--- config.mk ---
export PLATFORM = sky130hd
export DESIGN_NAME = seg7_scan
export DESIGN_NICKNAME = d
export VERILOG_FILES = /design/src/rtl/seg7_scan.sv
export SDC_FILE = /design/constraint.sdc
export NUM_CORES = 1
export LEC_CHECK = 0
export BUFFER_PORTS_ARGS = -buffer_cell sky130_fd_sc_hd__buf_2
export CAP_MARGIN = 0
export CORE_MARGIN = 10
export CORE_UTILIZATION = 51
export DETAILED_ROUTE_END_ITERATION = 8
export PLACE_DENSITY = 0.78
export SYNTH_ARGS = -nofsm -noshare
export SYNTH_HDL_FRONTEND = slang
export SYNTH_SLANG_ARGS = --single-unit
export TNS_END_PERCENT = 50
--- constraint.sdc ---
create_clock -name clk_board -period 2.1 [get_ports clk_board]
set_clock_uncertainty 0.1 [all_clocks]
set_input_delay 0 -clock clk_board [delete_from_list [all_inputs] [get_ports clk_board]]
set_output_delay 0 -clock clk_board [all_outputs]
set_load 0.01 [all_outputs]
--- src/rtl/seg7_scan.sv ---
// Multiplexed common-anode seven-segment driver: scans NUM_DIGITS digits from a
// per-frame shadow copy of the hex data, with a blanking gap at the start of each slot.
module seg7_scan #(
    parameter int SCAN_DIV   = 50000,
    parameter int BLANK_CYC  = 16,
    parameter int NUM_DIGITS = 8,
    parameter bit LZB        = 1'b0
) (
    input  logic        clk_board,
    input  logic        rst_n,
    input  logic [31:0] data,
    input  logic [7:0]  digit_en,
    input  logic [7:0]  dp_in,
    output logic [7:0]  an,
    output logic [6:0]  seg,
    output logic        dp,
    output logic        frame_sync
);

    localparam int CW = $clog2(SCAN_DIV);
    localparam logic [63:0] MASK64 = (64'd1 << (4 * NUM_DIGITS)) - 64'd1;
    localparam logic [31:0] DMASK  = MASK64[31:0];

    logic [CW-1:0] cnt;
    logic [2:0]    idx;
    logic [31:0]   shadow_data;
    logic [7:0]    shadow_en;
    logic [7:0]    shadow_dp;

    logic          tick;
    logic          frame_start;
    logic          blank;
    logic          suppressed;
    logic [3:0]    nibble;
    logic [31:0]   upper;
    logic [7:0]    an_d;
    logic [6:0]    seg_d;
    logic          dp_d;

    function automatic logic [6:0] decode(input logic [3:0] v);
        case (v)
            4'h0: decode = 7'b1000000;
            4'h1: decode = 7'b1111001;
            4'h2: decode = 7'b0100100;
            4'h3: decode = 7'b0110000;
            4'h4: decode = 7'b0011001;
            4'h5: decode = 7'b0010010;
            4'h6: decode = 7'b0000010;
            4'h7: decode = 7'b1111000;
            4'h8: decode = 7'b0000000;
            4'h9: decode = 7'b0010000;
            4'hA: decode = 7'b0001000;
            4'hB: decode = 7'b0000011;
            4'hC: decode = 7'b1000110;
            4'hD: decode = 7'b0100001;
            4'hE: decode = 7'b0000110;
            default: decode = 7'b0001110;
        endcase
    endfunction

    assign tick        = (cnt == CW'(SCAN_DIV - 1));
    assign frame_start = tick && (idx == 3'(NUM_DIGITS - 1));
    assign blank       = (cnt < CW'(BLANK_CYC));
    assign nibble      = shadow_data[{idx, 2'b00} +: 4];
    // Nibbles idx and above, with digits beyond NUM_DIGITS masked off.
    assign upper       = (shadow_data & DMASK) >> {idx, 2'b00};
    assign suppressed  = !shadow_en[idx] || (LZB && (idx != 3'd0) && (upper == 32'd0));

    always_comb begin
        an_d  = 8'hFF;
        seg_d = 7'h7F;
        dp_d  = 1'b1;
        if (!blank && !suppressed) begin
            an_d  = ~(8'd1 << idx);
            seg_d = decode(nibble);
            dp_d  = ~shadow_dp[idx];
        end
    end

    always_ff @(posedge clk_board or negedge rst_n) begin
        if (!rst_n) begin
            cnt         <= '0;
            idx         <= '0;
            shadow_data <= '0;
            shadow_en   <= '0;
            shadow_dp   <= '0;
            an          <= 8'hFF;
            seg         <= 7'h7F;
            dp          <= 1'b1;
            frame_sync  <= 1'b0;
        end else begin
            an         <= an_d;
            seg        <= seg_d;
            dp         <= dp_d;
            frame_sync <= frame_start;
            if (tick) begin
                cnt <= '0;
                idx <= (idx == 3'(NUM_DIGITS - 1)) ? 3'd0 : idx + 3'd1;
            end else begin
                cnt <= cnt + CW'(1);
            end
            if (frame_start) begin
                shadow_data <= data;
                shadow_en   <= digit_en;
                shadow_dp   <= dp_in;
            end
        end
    end

endmodule
# Yosys cells after proc, flatten, opt, wreduce, memory -nomap -nowiden
# Memories as Yosys holds them, arrays and structs flattened.
# Index checks and enable logic that the tools add are counted.
op_classes:
  addsub: 2
  magnitude_cmp: 2
  n_eq_ne: 2
  shifts: 2
  n_mux: 9
  n_bitwise: 2
  reduce_logical: 3
ops:
  columns: ["operator", "count"]
  rows:
  - ["variable part select 32 x 6 -> 4 bit", 1]
  - ["adder 16 x 1 -> 16 bit, second input constant", 1]
  - ["equality test 16 bit, second input constant", 1]
  - ["less-than comparator 16 x 5 -> 1 bit, second input constant", 1]
  - ["2-to-1 mux 16 bit", 1]
  - ["2-to-1 mux 8 bit", 1]
  - ["inverter 8 bit", 1]
  - ["<< shifter 1 x 3 -> 8 bit, first input constant", 1]
  - ["2-to-1 mux 7 bit", 1]
  - ["binary-select mux 1 bit (select 3 bit)", 2]
  - ["less-than comparator 3 x 4 -> 1 bit, second input constant", 1]
  - ["adder 3 x 1 -> 3 bit, second input constant", 1]
  - ["equality test 3 bit, second input constant", 1]
  - ["2-to-1 mux 1 bit", 3]
  - ["2-to-1 mux 3 bit", 1]
  - ["logical AND 1 bit", 2]
  - ["zero test 1 bit", 1]
  - ["inverter 1 bit", 1]
totals:
  regBits: 84
  mem_bits_ro: 112
  inputBits: 50
  out_inout_bits: 17
  elab_cells: 32
  memories: 1
mem_list:
  columns: ["name", "words", "width", "read_ports", "rd_ports_with_merged_regs", "wr", "line", "source"]
  rows:
  - ["(no name shown)", 16, 7, 1, 0, 0, "41", "case (v)"]

# Depth between registers and ports, before layout
depth:
  ltp_word: 4
  depth_mapped: 11
  mapped_depth_nobuf: 9

# Least setup slack after synthesis
# No wires, ideal clock.
synth_timing:
  path_type: "reg2reg"
  start: "reg idx[0]"
  end: "reg seg[4]"
  setup_time_ns: 0.096
  arrival_time_ns: 2.113
  required_time_ns: 1.904
  setup_slack_ns: -0.209
  stages_incl_launch_ff: 10
  n_path_buf: 2
  synth_period_minus_slack_ns: 2.309
  cell_sequence: "dfrtp_1 buf_6 buf_6 mux4_2 mux2i_4 inv_1 ha_1 mux2_2 nand2_1 o311ai_1"
synth_via:
  elab_chain_len: 4
  elab_cells_between_ends: 6
  cone_classes: "shift: 1; mux: 3; reduce/logical: 1; memory: 1"
synth_lines:
  columns: ["element", "line", "source"]
  rows:
  - ["start, declared", "25", "logic [2:0] idx;"]
  - ["start signal, assigned", "98", "idx <= (idx == 3'(NUM_DIGITS - 1)) ? 3'd0 : idx + 3'd1;"]
  - ["branches (longest 3 deep; another with memory read (16 x 7 bit))", null, null]
  - ["2-to-1 mux 7 bit (*)", "73", "if (!blank && !suppressed) begin"]
  - ["net seg_d[4]", "37", "logic [6:0] seg_d;"]
  - ["end signal, assigned", "93", "seg <= seg_d;"]
  - ["end, declared", "15", "output logic [6:0] seg,"]
# Mark *: on every way through the listed nets, which the timed path passes. The select of a mux whose other input is x is not followed.
# A chain may end at the register's enable or synchronous reset.

# Final worst setup path
layout_timing:
  start: "reg idx[0]"
  end: "reg seg[3]"
# Same word-level chain as after synthesis.

==> impl_metrics.ini <==
[clock_tree]
clock_latency_ns = 0.36
clock-root-buffer = clkbuf_8
htree_levels = 3
numClockSinks = 84
clockBufferDepth = 2
cts_buffers = 9
clk_pin_slew_ns = 0.08
cts_tree = yes

[floorplanning]
die_w_um = 108.3
fp.dieH_um = 108.3
core_region_area_um2 = 7647
rows = 32
initial_utilization_pct = 52.00
ios = 67
dieArea_um2 = 11730

[placed_design]
port_buffers = 66
pre_cts_slack_ns = -0.07873
dp_hpwl_um = 5958
dp.cells = 471
place_area_um2 = 4587
globalplace.congestion = 0.8510

[power_and_ir_drop]
ir_worst_vdd_mv = 0.4583
pwr-share-comb_pct = 10.0
p_leak_nw = 2.469
pwr-share-seq_pct = 53.5
p_switching_w = 0.0007115
clock_power_share_pct = 36.5
p_int_w = 0.002498
cellPowerDensity_nw_per_um2 = 601.0
sw_frac_of_total_pct = 22.17
power_w = 0.003210

[flow_run]
drv_cap = 0

[worst_setup_path]
rr_worst_depth = 7
crit_path_max_incr_delay_ns = 0.53
rr_endpoint = seg[3]
cp_max_fo = 4
cp.depth = 7
cp-end-kind = flop
worst-path-buf-inv = 1
worstPathArrival_ns = 2.34
crit_type = reg -> reg
crit_family = multiplexers
r2r_slack_ns = -0.05
cp_slowest_cell = mux4_2
r2r-start = idx[0]
required_ns = 2.29
crit_chain = buf_4, mux4_2, mux2i_4, ha_1, nor3_1, a211oi_1, o21ai_1
crit_path_start_kind = flop

[drt]
viasPerCell = 5.174
drt_iter0_drc = 123
first_pass_iters = 4
routed_wl_um = 9127
drc = 0
antenna_left = 0
via_count = 2799
routedWlPerCell_um = 16.87

[sta]
timing.final.ws_setup_ns = -0.05373
rsz0062_at_grt = true
fin_crit_ns = 2.154
clock.fmax_mhz = 464.3
tightest_slew_ns = 0.4211
hold_viol_final = 0
max_slew_margin_pct = 71.92
slew_violations = 0
finalCritPeriodShare_pct = 102.6
setup_viol = 3

[synth]
yosysWarnings = 0
netlist_area_um2 = 3976
avgSynthCellArea_um2 = 13.66
async_reset_ff_share_pct = 100.0
ys_seq_area_share_pct = 53.37
synthesis.nets = 353
synth-edff-count = 0
ys.flop_type = dfrtp_1
synthDistinctLibCells = 45
synthCells = 291
yosys_register_bits = 84

[grt]
grt_pass1_vias = 3105
grt_pass1_wl_um = 15160
track_usage_pct = 16.36
antenna_found_initial = 0
overflow = 0
grt_max_degree = 85

[layout]
final_cell_count_no_fill = 541
final_area_um2 = 5340
nets = 496
post-route-util_pct = 69.83
drive_gt1_share_pct = 46.01
n_antenna_cell = 0
areaGrowthSynthToFinish_pct = 34.30

[worst_hold_path]
hold_path_class = in -> async

[run_status]
status = finished, violations left
violations = negative setup slack
-- layout make-up --
cell class,count,area [um^2]
sequential,84,2123
inverter,8,30.03
clock buffer,14,162.7
fill,480,2307
clock inverter,2,35.03
timing repair buffer,145,1090
multi-input combinational,186,1772
tap,102,127.6
-- cells by family (layout without fill, tap and decap cells) --
kind of cell | Yosys count | count (layout) | share of synthesized area [%]
muxes | 66 | 66 | 23.60
xor gates and xnor gates | 14 | 14 | 3.084
DFF | 84 | 84 | 53.37
adders and majority gates | 12 | 12 | 3.776
and+or+nand+nor | 73 | 73 | 9.409
buffers and inverters | 21 | 169 | 3.115
AOI/OAI and AO/OA | 21 | 21 | 3.651
-- worst register-to-register path, stage by stage, from the launching register on --
cell and delay (ns):
dfrtp_1 0.37, buf_4 0.16, mux4_2 0.53, mux2i_4 0.21
ha_1 0.30, nor3_1 0.20, a211oi_1 0.06, o21ai_1 0.16
-- state kept, by name (all words and copies together), names as in the netlist, 3 cells and up --
signal / cells
shadow_data: 32
cnt: 16
an: 8
shadow_dp: 8
shadow_en: 8
seg: 7
idx: 3
-- routing by layer --
metal / part of all wire (%) / GRT usage (%) / vias to the layer above
met3: 5.4 / 4.105 / 12
met2: 51 / 27.89 / 74
li1: - / - / 1321
met1: 42 / 19.22 / 1392
met4: 1.7 / 6.968 / 0
met5: 0 / 0 / -
-- cell usage after synthesis, types with 2 or more instances --
master,n,share of area [%]
dfrtp_1,68,43
clkbuf_1,2,0.19
ha_1,12,3.8
xor2_1,8,1.8
nor2_1,16,1.5
o221ai_1,3,0.66
nor2b_1,2,0.31
o21ai_0,4,0.50
nand4_1,5,0.79
mux2_2,32,9.1
buf_2,6,0.76
a21oi_1,5,0.63
mux2i_1,3,0.76
nor3_1,5,0.63
and3_1,3,0.47
mux2_4,20,7.6
nand2_1,21,2.0
nand3_1,10,1.3
xnor2_1,6,1.3
dfstp_2,16,11
inv_1,7,0.66
buf_6,5,1.4
mux4_2,10,5.7
-- power groups by stage --
stage / Combinational, W / Clock (W) / Sequential, W
floorplan: 0.000120 / 0 / 0.00174
global placement: 0.000237 / 0 / 0.00174
detailed placement: 0.000245 / 0 / 0.00175
CTS: 0.000320 / 0.00118 / 0.00172
global route: 0.000353 / 0.00124 / 0.00172
finish: 0.000322 / 0.00117 / 0.00172
-- cell usage in the layout (no fill, tap or decap), types with 2 or more instances in the layout --
| master | n |
|---|---|
| o21ai_0 | 2 |
| xor2_1 | 8 |
| nand2_1 | 21 |
| nor2_1 | 16 |
| mux2i_1 | 3 |
| inv_1 | 4 |
| nand4_1 | 5 |
| nor2b_1 | 2 |
| nor4_2 | 2 |
| clkbuf_8 | 11 |
| mux2_4 | 22 |
| and3_1 | 3 |
| ha_1 | 10 |
| a21oi_1 | 4 |
| nand3_1 | 10 |
| dfstp_2 | 16 |
| mux2_2 | 30 |
| nor3_1 | 5 |
| buf_4 | 27 |
| o21ai_1 | 2 |
| buf_2 | 65 |
| xnor2_1 | 6 |
| dlygate4sd3_1 | 49 |
| inv_2 | 3 |
| clkbuf_1 | 3 |
| mux4_2 | 10 |
| dfrtp_1 | 67 |
| buf_12 | 3 |
| o221ai_1 | 3 |
-- how the worst max path moves through the flow --
stage               slack (ns)  startpoint      to
CTS                      -0.04      idx[0]  seg[3]
global route             -0.16      idx[0]  seg[3]
floorplan                -0.12      idx[0]  seg[4]
finish                   -0.05      idx[0]  seg[3]
detailed placement       -0.08      idx[0]  seg[3]
global placement        -0.006      idx[1]  seg[3]
-- timing repair --
action                     4_1_cts  5_1_grt
buffers inserted                 1        4
pin swaps                        1        3
setup endpoints to repair        4       44
hold endpoints to repair       132        0
resized for setup                8        3
hold buffers                    49        0
-- per-stage QoR --
step	TNS (ns)	hold WS, ns
2_1_floorplan	-0.4029	-0.3956
3_3_place_gp	-0.005990	-0.03875
3_5_place_dp	-0.1836	-0.03383
4_1_cts	-0.07507	0.1379
5_1_grt	-0.6270	0.1276
6_report	-0.1337	0.09616
(Power assumes the default switching activity.)
